`src/rtl/instruction_fetch_unit_if.sv`:
```
// Fetch-unit bus: instruction-memory request/response, decode handshake and redirect.
// master = fetch unit side, slave = memory/decode/branch side.
interface instruction_fetch_unit_if #(
    parameter int ADDR_W = 5
);
    logic [ADDR_W-1:0] imem_addr;
    logic              imem_req;
    logic [31:0]       imem_rdata;
    logic [31:0]       instr;
    logic [ADDR_W-1:0] pc_out;
    logic              instr_valid;
    logic              instr_ready;
    logic              redirect_valid;
    logic [ADDR_W-1:0] redirect_target;

    modport master (
        output imem_addr, imem_req, instr, pc_out, instr_valid,
        input  imem_rdata, instr_ready, redirect_valid, redirect_target
    );

    modport slave (
        input  imem_addr, imem_req, instr, pc_out, instr_valid,
        output imem_rdata, instr_ready, redirect_valid, redirect_target
    );
endinterface

```
`src/rtl/instruction_fetch_unit.sv`:
```
// PC owner and fetch sequencer for a fixed-latency instruction memory.
// Optional PREDECODE_JUMP_EN: J-format words (opcode 000010) steer the PC at capture.
module instruction_fetch_unit #(
    parameter int                ADDR_W       = 5,
    parameter int                IMEM_LATENCY = 4,
    parameter logic [ADDR_W-1:0] RESET_PC     = '0
) (
    input  logic                        clk,
    input  logic                        rst_n,
    instruction_fetch_unit_if.master    bus
);
    typedef enum logic [1:0] {S_IDLE, S_REQ, S_WAIT, S_HOLD} state_t;

    localparam logic [3:0] CNT_INIT = 4'(IMEM_LATENCY - 1);

    state_t            state_q;
    logic [ADDR_W-1:0] pc_q;
    logic [ADDR_W-1:0] pc_d;
    logic              req_q;
    logic [31:0]       instr_q;
    logic [ADDR_W-1:0] pc_out_q;
    logic              valid_q;
    logic [3:0]        cnt_q;

    // PC that follows a successful capture.
    always_comb begin
        pc_d = pc_q + ADDR_W'(1);
`ifdef PREDECODE_JUMP_EN
        if (bus.imem_rdata[31:26] == 6'b000010)
            pc_d = bus.imem_rdata[ADDR_W-1:0];
`endif
    end

    always_ff @(posedge clk or negedge rst_n) begin
        if (!rst_n) begin
            state_q  <= S_IDLE;
            pc_q     <= RESET_PC;
            req_q    <= 1'b0;
            instr_q  <= '0;
            pc_out_q <= '0;
            valid_q  <= 1'b0;
            cnt_q    <= '0;
        end else if (state_q != S_IDLE && bus.redirect_valid) begin
            // Redirect beats capture and handshake; any in-flight data is dropped.
            pc_q    <= bus.redirect_target;
            valid_q <= 1'b0;
            req_q   <= 1'b1;
            state_q <= S_REQ;
        end else begin
            case (state_q)
                S_IDLE: begin
                    req_q   <= 1'b1;
                    state_q <= S_REQ;
                end
                S_REQ: begin
                    req_q   <= 1'b0;
                    cnt_q   <= CNT_INIT;
                    state_q <= S_WAIT;
                end
                S_WAIT: begin
                    if (cnt_q == 4'd0) begin
                        instr_q  <= bus.imem_rdata;
                        pc_out_q <= pc_q;
                        valid_q  <= 1'b1;
                        pc_q     <= pc_d;
                        state_q  <= S_HOLD;
                    end else begin
                        cnt_q <= cnt_q - 4'd1;
                    end
                end
                S_HOLD: begin
                    if (bus.instr_ready) begin
                        valid_q <= 1'b0;
                        req_q   <= 1'b1;
                        state_q <= S_REQ;
                    end
                end
                default: state_q <= S_IDLE;
            endcase
        end
    end

    assign bus.imem_addr   = pc_q;
    assign bus.imem_req    = req_q;
    assign bus.instr       = instr_q;
    assign bus.pc_out      = pc_out_q;
    assign bus.instr_valid = valid_q;
endmodule

```
`src/flat_wrapper.sv`:
```
// flat-port wrapper written by rule: the top's interface ports become plain ports
module instruction_fetch_unit_flat 
#(
    parameter int                ADDR_W       = 5,
    parameter int                IMEM_LATENCY = 4,
    parameter logic [ADDR_W-1:0] RESET_PC     = '0
)
  (clk, rst_n, bus_imem_addr, bus_imem_req, bus_instr, bus_pc_out, bus_instr_valid, bus_imem_rdata, bus_instr_ready, bus_redirect_valid, bus_redirect_target);
  instruction_fetch_unit_if #(.ADDR_W(ADDR_W)) bus_i ();
  input  logic clk;
  input  logic rst_n;
  output wire logic [$bits(bus_i.imem_addr)-1:0] bus_imem_addr;
  output wire logic [$bits(bus_i.imem_req)-1:0] bus_imem_req;
  output wire logic [$bits(bus_i.instr)-1:0] bus_instr;
  output wire logic [$bits(bus_i.pc_out)-1:0] bus_pc_out;
  output wire logic [$bits(bus_i.instr_valid)-1:0] bus_instr_valid;
  input wire logic [$bits(bus_i.imem_rdata)-1:0] bus_imem_rdata;
  input wire logic [$bits(bus_i.instr_ready)-1:0] bus_instr_ready;
  input wire logic [$bits(bus_i.redirect_valid)-1:0] bus_redirect_valid;
  input wire logic [$bits(bus_i.redirect_target)-1:0] bus_redirect_target;
  assign bus_imem_addr = bus_i.imem_addr;
  assign bus_imem_req = bus_i.imem_req;
  assign bus_instr = bus_i.instr;
  assign bus_pc_out = bus_i.pc_out;
  assign bus_instr_valid = bus_i.instr_valid;
  assign bus_i.imem_rdata = bus_imem_rdata;
  assign bus_i.instr_ready = bus_instr_ready;
  assign bus_i.redirect_valid = bus_redirect_valid;
  assign bus_i.redirect_target = bus_redirect_target;
  instruction_fetch_unit #(.ADDR_W(ADDR_W), .IMEM_LATENCY(IMEM_LATENCY), .RESET_PC(RESET_PC)) u_core (.clk(clk), .rst_n(rst_n), .bus(bus_i));
endmodule
```
`config.mk`:
```
export PLATFORM = sky130hd
export DESIGN_NAME = instruction_fetch_unit_flat
export DESIGN_NICKNAME = d
export VERILOG_FILES = /design/src/rtl/instruction_fetch_unit_if.sv /design/src/rtl/instruction_fetch_unit.sv /design/src/flat_wrapper.sv
export SDC_FILE = /design/constraint.sdc
export NUM_CORES = 1
export LEC_CHECK = 0
export BUFFER_PORTS_ARGS = -buffer_cell sky130_fd_sc_hd__buf_2
export CAP_MARGIN = 25
export CORE_UTILIZATION = 44
export DETAILED_ROUTE_END_ITERATION = 10
export PLACE_DENSITY_LB_ADDON = 0.15
export SKIP_LAST_GASP = 1
export SLEW_MARGIN = 25
export SYNTH_ARGS = -nofsm -noshare
export SYNTH_HDL_FRONTEND = slang
export SYNTH_SLANG_ARGS = --single-unit
```
`constraint.sdc`:
```
create_clock -name clk -period 1.8 [get_ports clk]
set_input_delay 0.09 -clock clk [delete_from_list [all_inputs] [get_ports clk]]
set_output_delay 0.09 -clock clk [all_outputs]
set_load 0.1 [all_outputs]
```
==> reports/qor.csv, run 1 <==
metric,value,unit
CP peak stage delay,0.41,ns
core footprint,5110,µm²
Residual DRC,0,
post-synthesis register bit count,50,
min Tclk post-route,1.72,ns
outcome,"complete, no violations",
fin crit share,95.8,%
Layout Skew,0.00476,ns
unrepaired setup endpoints after global routing,yes,
register area share after synthesis,53.7,%
setup bufs post-CTS,0,
Relative slew margins,66.8,%
setup violators final,0,
"non-filler cells, final",334,
hold violation total from the final report,0,
peak supply drop,1.05,mV
Via Count,1624,
synth unique cells,32,
Critical Path AT,1.91,ns
hold_ws,0.0168,ns
vias in the first global route,1537,
max-cap violations,0,
ANT nets after route,0,
number of nets in the layout,312,
final antenna diode count,0,
detailed placement HPWL,3350,µm
WL final,4770,µm
Pleak,0.00171,µW
syn nets,212,
GPL Wtd Cong,0.822,
CP max stage cell,dfrtp_1,
Worst-path clk slew,0.09,ns
Starting Density,45.6,%
die width,74.8,µm
mapped cell area,2330,µm²
TritonCTS Buffers,5,
Critical Path Sink Type,flip-flop,
worst-case clock buffer depth,2,
clock root buffer,clkbuf_8,
initial antenna violation count,0,
first-pass iteration count of the detailed router,4,
layout cells sized above 1,52.3,%
met1 usage,24.1,%
total power,3610,µW
"Req. time, crit path",1.98,ns
"CP delay by family, top",flip-flops,
fmax,0.580,GHz
"Slew Viols, Final",0,
first-pass GRT wire length,7290,µm
die area,5590,µm²
clk sinks,50,
row count,26,
dpl cells,322,
worst hold-check path type,in2reg,
H-tree Lvls,2,
met2 Use GR,26.5,%
Bufs and invs on worst path,2,
crit path cell chain,inv_1 > ha_1 > nand2b_1 > nand2b_4 > buf_12 > mux2_1,
Vias/cell,4.86,
Power per Cell Area,1170,nW/µm²
largest net degree at the start of global routing,33,
I/O Pins,85,
gr usage total,17.5,%
# port buffers,84,
worst skew pair latency,0.30,ns
CP max FO,10,
Mapped Cells,163,
Synth Area per Inst,14.3,µm²
Yosys warning count,0,
chip height,74.8,µm
met3 global-route usage,5.09,%
Top Usage Layer GRT,met2,
crit path launch type,flip-flop,
CTS tree,built,
Slew @ Worst Pin,0.501,ns
grt ovf,0,
crit path kind,reg2reg,
DR WL/cell,14.3,µm
Initial DRC Count,45,
Area Growth Syn to Fin,32.5,%
==> path summary, 6_finish.rpt <==
check	from	end	slack (ns)	cells past startpoint
worst max register to register	u_core.state_q[1]	u_core.bus.pc_out[1]	0.08	6
min in group asynchronous	rst_n	u_core.bus.instr[27]	0.29	2
worst min-delay path	bus_imem_rdata[19]	u_core.bus.instr[19]	0.02	2
max in group asynchronous	rst_n	u_core.bus.instr[3]	0.99	3
worst min register to register	u_core.bus.pc_out[4]	u_core.bus.pc_out[4]	0.49	1
worst max-delay path	u_core.state_q[1]	u_core.bus.pc_out[1]	0.08	6
==> Yosys cell counts, drive strengths merged <==
library cell,instances,area share [%]
a21oi,4,0.86
a221oi,1,0.38
a2bb2oi,1,0.64
a31oi,3,0.81
a32oi,1,0.38
a41oi,2,0.75
and3,1,0.27
buf,6,2.4
clkbuf,1,0.16
dfrtp,50,54
ha,8,4.3
inv,10,1.6
mux2,39,24
mux2i,3,1.3
nand2,5,0.81
nand2b,2,0.86
nand3,3,0.64
nand4bb,1,0.48
nor2,5,0.81
nor2b,3,0.81
nor4,1,0.27
o21ai,3,0.64
o221a,1,0.48
o221ai,1,0.38
o2bb2ai,2,0.75
o31a,1,0.38
or3,3,0.81
or3b,1,0.38
xor2,1,0.38
==> repair_timing <==
action,in CTS,in global routing
setup endpoints to repair,0,5
resized for setup,0,4
hold buffers,3,1
hold endpoints to repair,20,1
==> cell usage in the layout, fill, tap and decap left out, types with 4 or more instances in the layout <==
master	count
buf_4	7
buf_12	4
a21oi_1	4
ha_1	7
buf_2	84
inv_1	10
nand2_1	5
clkbuf_8	5
mux2_4	30
nor2_1	5
dfrtp_1	48
mux2_1	9
dlygate4sd3_1	4
==> worst reg2reg max path, delay by kind of cell, from the launching register on <==
kind	cells	cell delay, ns
and+or+nand+nor	2	0.40
DFF	1	0.41
adders and majority gates	1	0.19
muxes	1	0.33
buffers and inverters	2	0.28
==> flip-flops by register name (all words and copies together), names as in the netlist <==
register	count
u_core.bus.pc_out	5
u_core.bus.imem_req	1
u_core.cnt_q	4
u_core.bus.instr	32
u_core.state_q	2
u_core.bus.instr_valid	1
u_core.bus.imem_addr	5
==> final cells by class <==
type                       count  area [µm²]
sequential                    50        1250
inverter                      10        37.5
fill                         441        2020
clock inverter                 1        30.0
timing repair buffer         100         604
tap                           70        87.6
multi-input combinational     96        1000
clock buffer                   7        76.3
==> through the flow <==
| stage | area (µm²) | TNS (ns) | setup slack (ns) | utilization (%) |
|---|---|---|---|---|
| after floorplan | 2330 | 0 | 0.101 | - |
| after global placement | 2920 | 0 | 0.0410 | 57.2 |
| final | 3090 | 0 | 0.0763 | 60.5 |
| after detailed placement | 2920 | 0 | 0.0443 | 57.2 |
| after global routing | 3090 | -0.0338 | -0.0213 | 60.5 |
| after CTS | 3060 | 0 | 0.0224 | 59.9 |
==> cell families after synthesis <==
family | synth area share, %
buf+inv | 4.13
mux | 25.0
flops | 53.7
xor+xnor | 0.376
simple gates | 6.12
compound gates | 6.44
fa+ha+maj | 4.29
==> where the power goes <==
group	internal, µW	switching (µW)
logic	402	1080
registers	1250	109
clock network	416	353
total	2070	1540
==> routing by layer <==
layer,up-vias,share of wire (%)
met5,-,0
met4,0,0.84
met3,6,6.7
met2,61,45
met1,781,48
li1,776,-
(Power assumes the default switching activity.)
==> run 2: changes to the inputs <==
--- a/config.mk
+++ b/config.mk
@@ -10,6 +10,7 @@
 export CORE_UTILIZATION = 44
 export DETAILED_ROUTE_END_ITERATION = 10
 export PLACE_DENSITY_LB_ADDON = 0.15
+export RECOVER_POWER = 100
 export SKIP_LAST_GASP = 1
 export SLEW_MARGIN = 25
 export SYNTH_ARGS = -nofsm -noshare
==> constraint.sdc (replaced) <==
create_clock -name clk -period 1.8 [get_ports clk]
set_input_delay 0.18 -clock clk [delete_from_list [all_inputs] [get_ports clk]]
set_output_delay 0.18 -clock clk [all_outputs]
set_load 0.1 [all_outputs]
==> reports/qor.csv, run 2 (same netlist as run 1, synthesis figures left out) <==
metric,value,unit
setup violators final,0,
final antenna diode count,0,
crit path kind,reg2reg,
first-pass GRT wire length,7180,µm
hold violation total from the final report,0,
worst skew pair latency,0.30,ns
Via Count,1619,
chip height,74.8,µm
min Tclk post-route,1.72,ns
ANT nets after route,0,
"most common cell after layout, fill and taps aside",dfrtp_1,
Critical Path Sink Type,flip-flop,
grt ovf,0,
area of the multi-input gates,1000,µm²
number of nets in the layout,309,
worst hold-check path type,in2reg,
crit path launch type,flip-flop,
setup bufs post-CTS,0,
I/O Pins,85,
die width,74.8,µm
"commonest cells after routing, fill and taps aside","dfrtp_1 (48), clkbuf_2 (44), buf_2 (39)",
outcome,"complete, no violations",
detailed placement HPWL,3350,µm
Worst R2R Setup Slack,0.08,ns
Reg area,1250,µm²
Place WS,0.0443,ns
crit path cell chain,inv_1 > ha_2 > or3b_4 > a2bb2oi_4 > mux2_1,
Residual DRC,0,
Critical R2R Launch,u_core.cnt_q[1],
number of flip-flops in the largest register,32,
Slew @ Worst Pin,1.17,ns
CP max stage cell,or3b_4,
"Slew Viols, Final",0,
WL final,4680,µm
fin crit share,95.8,%
unrepaired setup endpoints after global routing,yes,
core footprint,5110,µm²
gr usage total,17.2,%
hold_ws,0.0929,ns
vias in the first global route,1508,
H-tree Lvls,2,
HP Start,bus_imem_rdata[31],
worst-case clock buffer depth,2,
layout cells sized above 1,52.5,%
first-pass iteration count of the detailed router,4,
largest net degree at the start of global routing,33,
filler instances,447,
Critical Path Start,u_core.cnt_q[1],
die area,5590,µm²
Pleak,0.00169,µW
Critical Path AT,1.91,ns
clock root buffer,clkbuf_8,
setup TNS,0,ns
DR WL/cell,14.1,µm
peak supply drop,1.05,mV
"Req. time, crit path",1.99,ns
Area Growth Syn to Fin,31.2,%
Vias/cell,4.89,
CP max FO,4,
TritonCTS Buffers,5,
Power per Cell Area,1180,nW/µm²
fmax,0.580,GHz
Layout Skew,0.00475,ns
row count,26,
Starting Density,45.6,%
Relative slew margins,22.0,%
GPL Wtd Cong,0.822,
CP peak stage delay,0.42,ns
# port buffers,84,
initial antenna violation count,0,
CTS tree,built,
setup ws final,0.0761,ns
max-cap violations,0,
Initial DRC Count,55,
clk sinks,50,
Worst-path clk slew,0.08,ns
[run 2: cell types whose count changed in the layout (fill, tap and decap cells not counted), sizes merged]
cell	change
clkbuf	+45
dlygate4sd3	-3
buf	-45
[run 2: area by class of cell]
cell class	instances	share of cell area, %
clock buffer	7	2.50
clock inverter	1	0.982
inverter	10	1.23
multi-input combinational	96	32.7
sequential	50	41.0
tap	70	2.86
timing repair buffer	97	18.7
[run 2: what timing repair did]
action | in CTS | in global routing
setup endpoints to repair | 0 | 5
hold endpoints to repair | 18 | 0
gates resized for setup | 0 | 4
hold buffers | 1 | 0
[run 2: power by group]
part / leakage [µW] / switching (µW) / internal, µW
Clock: 0.0000524 / 356 / 416
Combinational: 0.00100 / 1080 / 394
Sequential: 0.000629 / 111 / 1250
Total: 0.00169 / 1550 / 2060
[run 2: routing by layer]
metal  track usage [%]  vias to the layer above  wire length [µm]  share of wire (%)
li1                  -                      770                 -                  -
met1              24.2                      782              2230                 48
met2              25.3                       61              2080                 44
met3              5.35                        6               324                6.9
met4              5.66                        0                40               0.85
met5                 0                        -                 0                  0
[run 2: path summary, 6_finish.rpt]
kind	to	cells after the start
hold reg to reg	u_core.bus.pc_out[4]	1
setup / recovery	u_core.state_q[0]	5
min in group asynchronous	u_core.bus.instr[27]	2
hold / removal	u_core.bus.instr[31]	2
max in group asynchronous	u_core.bus.imem_addr[0]	2
setup reg to reg	u_core.state_q[0]	5
[run 2: worst max-delay path, delay by kind of cell (launching register included)]
kind	cells	cell delay, ns
and+or+nand+nor	1	0.42
buffers and inverters	1	0.08
muxes	1	0.32
AOI/OAI and AO/OA	1	0.17
DFF	1	0.41
adders and majority gates	1	0.21
[run 2: through the flow]
stage | utilization [%] | cells | area [µm²] | total power (µW)
CTS | 59.5 | 331 | 3040 | 3620
finish | 59.9 | 331 | 3060 | 3610
floorplan | - | 163 | 2330 | 2470
global placement | 57.2 | 322 | 2920 | 2820
global route | 59.9 | 331 | 3060 | 3820
detailed placement | 57.2 | 322 | 2920 | 2840
==> run 3: changes to the inputs <==
--- a/config.mk
+++ b/config.mk
@@ -9,8 +9,9 @@
 export CAP_MARGIN = 25
 export CORE_UTILIZATION = 44
 export DETAILED_ROUTE_END_ITERATION = 10
-export PLACE_DENSITY_LB_ADDON = 0.15
+export PLACE_DENSITY = 0.71
 export RECOVER_POWER = 100
+export REMOVE_ABC_BUFFERS = 1
 export SKIP_LAST_GASP = 1
 export SLEW_MARGIN = 25
 export SYNTH_ARGS = -nofsm -noshare
==> reports/qor.csv, run 3 (same netlist as run 1, synthesis figures left out) <==
metric,value,unit
outcome,"complete, no violations",
crit path kind,reg2reg,
I/O Pins,85,
CP peak stage delay,0.43,ns
TritonCTS Buffers,5,
GPL Wtd Cong,0.786,
CP max FO,5,
crit path launch type,flip-flop,
peak supply drop,0.517,mV
Vias/cell,4.84,
Critical Path Sink,u_core.state_q[0],
Area Growth Syn to Fin,29.0,%
number of flip-flops in the largest register,32,
worst-case clock buffer depth,2,
number of nets in the layout,306,
largest net degree at the start of global routing,30,
"CP delay by family, top",flip-flops,
worst skew pair latency,0.31,ns
die area,5590,µm²
row count,26,
crit path cell chain,inv_1 > ha_1 > or3b_4 > a2bb2oi_2 > mux2_1,
r2r endpoint,u_core.state_q[0],
chip height,74.8,µm
Starting Density,45.6,%
hold violation total from the final report,0,
first-pass GRT wire length,6770,µm
clock root buffer,clkbuf_8,
Pleak,0.00167,µW
ANT nets after route,0,
die width,74.8,µm
H-tree Lvls,2,
Critical Path AT,1.93,ns
layout cells sized above 1,51.6,%
"most common cell after layout, fill and taps aside",dfrtp_1,
Via Count,1586,
Residual DRC,0,
Area after DPL,2890,µm²
clk sinks,50,
gr usage total,16.4,%
WL final,4560,µm
CTS tree,built,
grt ovf,0,
Initial DRC Count,64,
"Req. time, crit path",1.99,ns
Slew @ Worst Pin,1.14,ns
Layout Skew,0.0156,ns
"Slew Viols, Final",0,
Bufs and invs on worst path,1,
max-cap violations,0,
initial antenna violation count,0,
setup violators final,0,
setup ws final,0.0573,ns
Worst path depth,5,
fin crit share,96.8,%
Worst R2R Setup Slack,0.06,ns
DR WL/cell,13.9,µm
final instance area,3010,µm²
vias in the first global route,1432,
fmax,0.574,GHz
core footprint,5110,µm²
R2R cell count,5,
detailed placement HPWL,3340,µm
Worst-path clk slew,0.09,ns
Critical Path Sink Type,flip-flop,
Place WS,0.0433,ns
min Tclk post-route,1.74,ns
final antenna diode count,0,
HP Start,bus_imem_rdata[30],
WHS Path Cells,2,
Critical R2R Launch,u_core.cnt_q[0],
unrepaired setup endpoints after global routing,yes,
CP max stage cell,dfrtp_1,
first-pass iteration count of the detailed router,4,
# port buffers,84,
worst hold-check path type,in2reg,
Critical Path Start,u_core.cnt_q[0],
Relative slew margins,23.7,%
"commonest cells after routing, fill and taps aside","dfrtp_1 (50), clkbuf_2 (44), buf_2 (39)",
Power per Cell Area,1160,nW/µm²
[run 3: cell types whose count changed in the layout (fill, tap and decap cells not counted), sizes merged]
cell,delta
clkinv,+2
bufinv,-1
buf,-3
clkbuf,-2
inv,+1
[run 3: worst reg2reg max path: stages (launching register included)]
cell and delay, ns:
dfrtp_1 0.43, inv_1 0.08, ha_1 0.20, or3b_4 0.42, a2bb2oi_2 0.18, mux2_1 0.33
[run 3: worst min path at each step]
| stage | endpoint | slack (ns) |
|---|---|---|
| after global routing | u_core.bus.instr[29] | 0.07 |
| after global placement | u_core.bus.instr[12] | 0.17 |
| after CTS | u_core.bus.instr[30] | 0.08 |
| after detailed placement | u_core.bus.instr[12] | 0.17 |
| final | u_core.bus.instr[30] | 0.08 |
| after floorplan | u_core.bus.imem_addr[0] | -0.12 |
[run 3: repair_timing]
item / 4_1_cts / 5_1_grt
endpoints found under the hold margin: 21 / 0
hold buffers: 1 / 0
resized for setup: 0 / 1
setup buffers: 0 / 1
setup endpoints to repair: 0 / 15
[run 3: final cells by class]
type / instances / area (µm²)
Sequential cell: 50 / 1250
Multi-Input combinational cell: 96 / 986
Inverter: 10 / 37.5
Timing Repair Buffer: 94 / 547
Clock buffer: 5 / 68.8
Tap cell: 70 / 87.6
Fill cell: 437 / 2100
Clock inverter: 3 / 28.8
[run 3: power breakdown]
part / internal, µW / switching (µW) / leakage, µW / total, µW
combinational: 377 / 1070 / 0.000988 / 1440
sequential: 1250 / 112 / 0.000631 / 1360
clock: 288 / 396 / 0.0000502 / 684
total: 1920 / 1570 / 0.00167 / 3490
[run 3: per-layer routing]
layer  routed length, µm  track usage (%)
met2                2110             25.2
met3                 243             4.82
met1                2150             21.9
met5                   0                0
met4                  66             6.29
[run 3: per-stage QoR]
step                      util, %  hold slack, ns  power [µW]  cells  TNS, ns
after global placement       56.6           0.166        2790    318        0
after CTS                    58.7          0.0755        3510    327        0
final                        58.9          0.0843        3490    328        0
after global routing         58.9          0.0703        3680    328  -0.0261
after detailed placement     56.6           0.174        2810    318        0
after floorplan                 -          -0.116        2460    156   -11.44
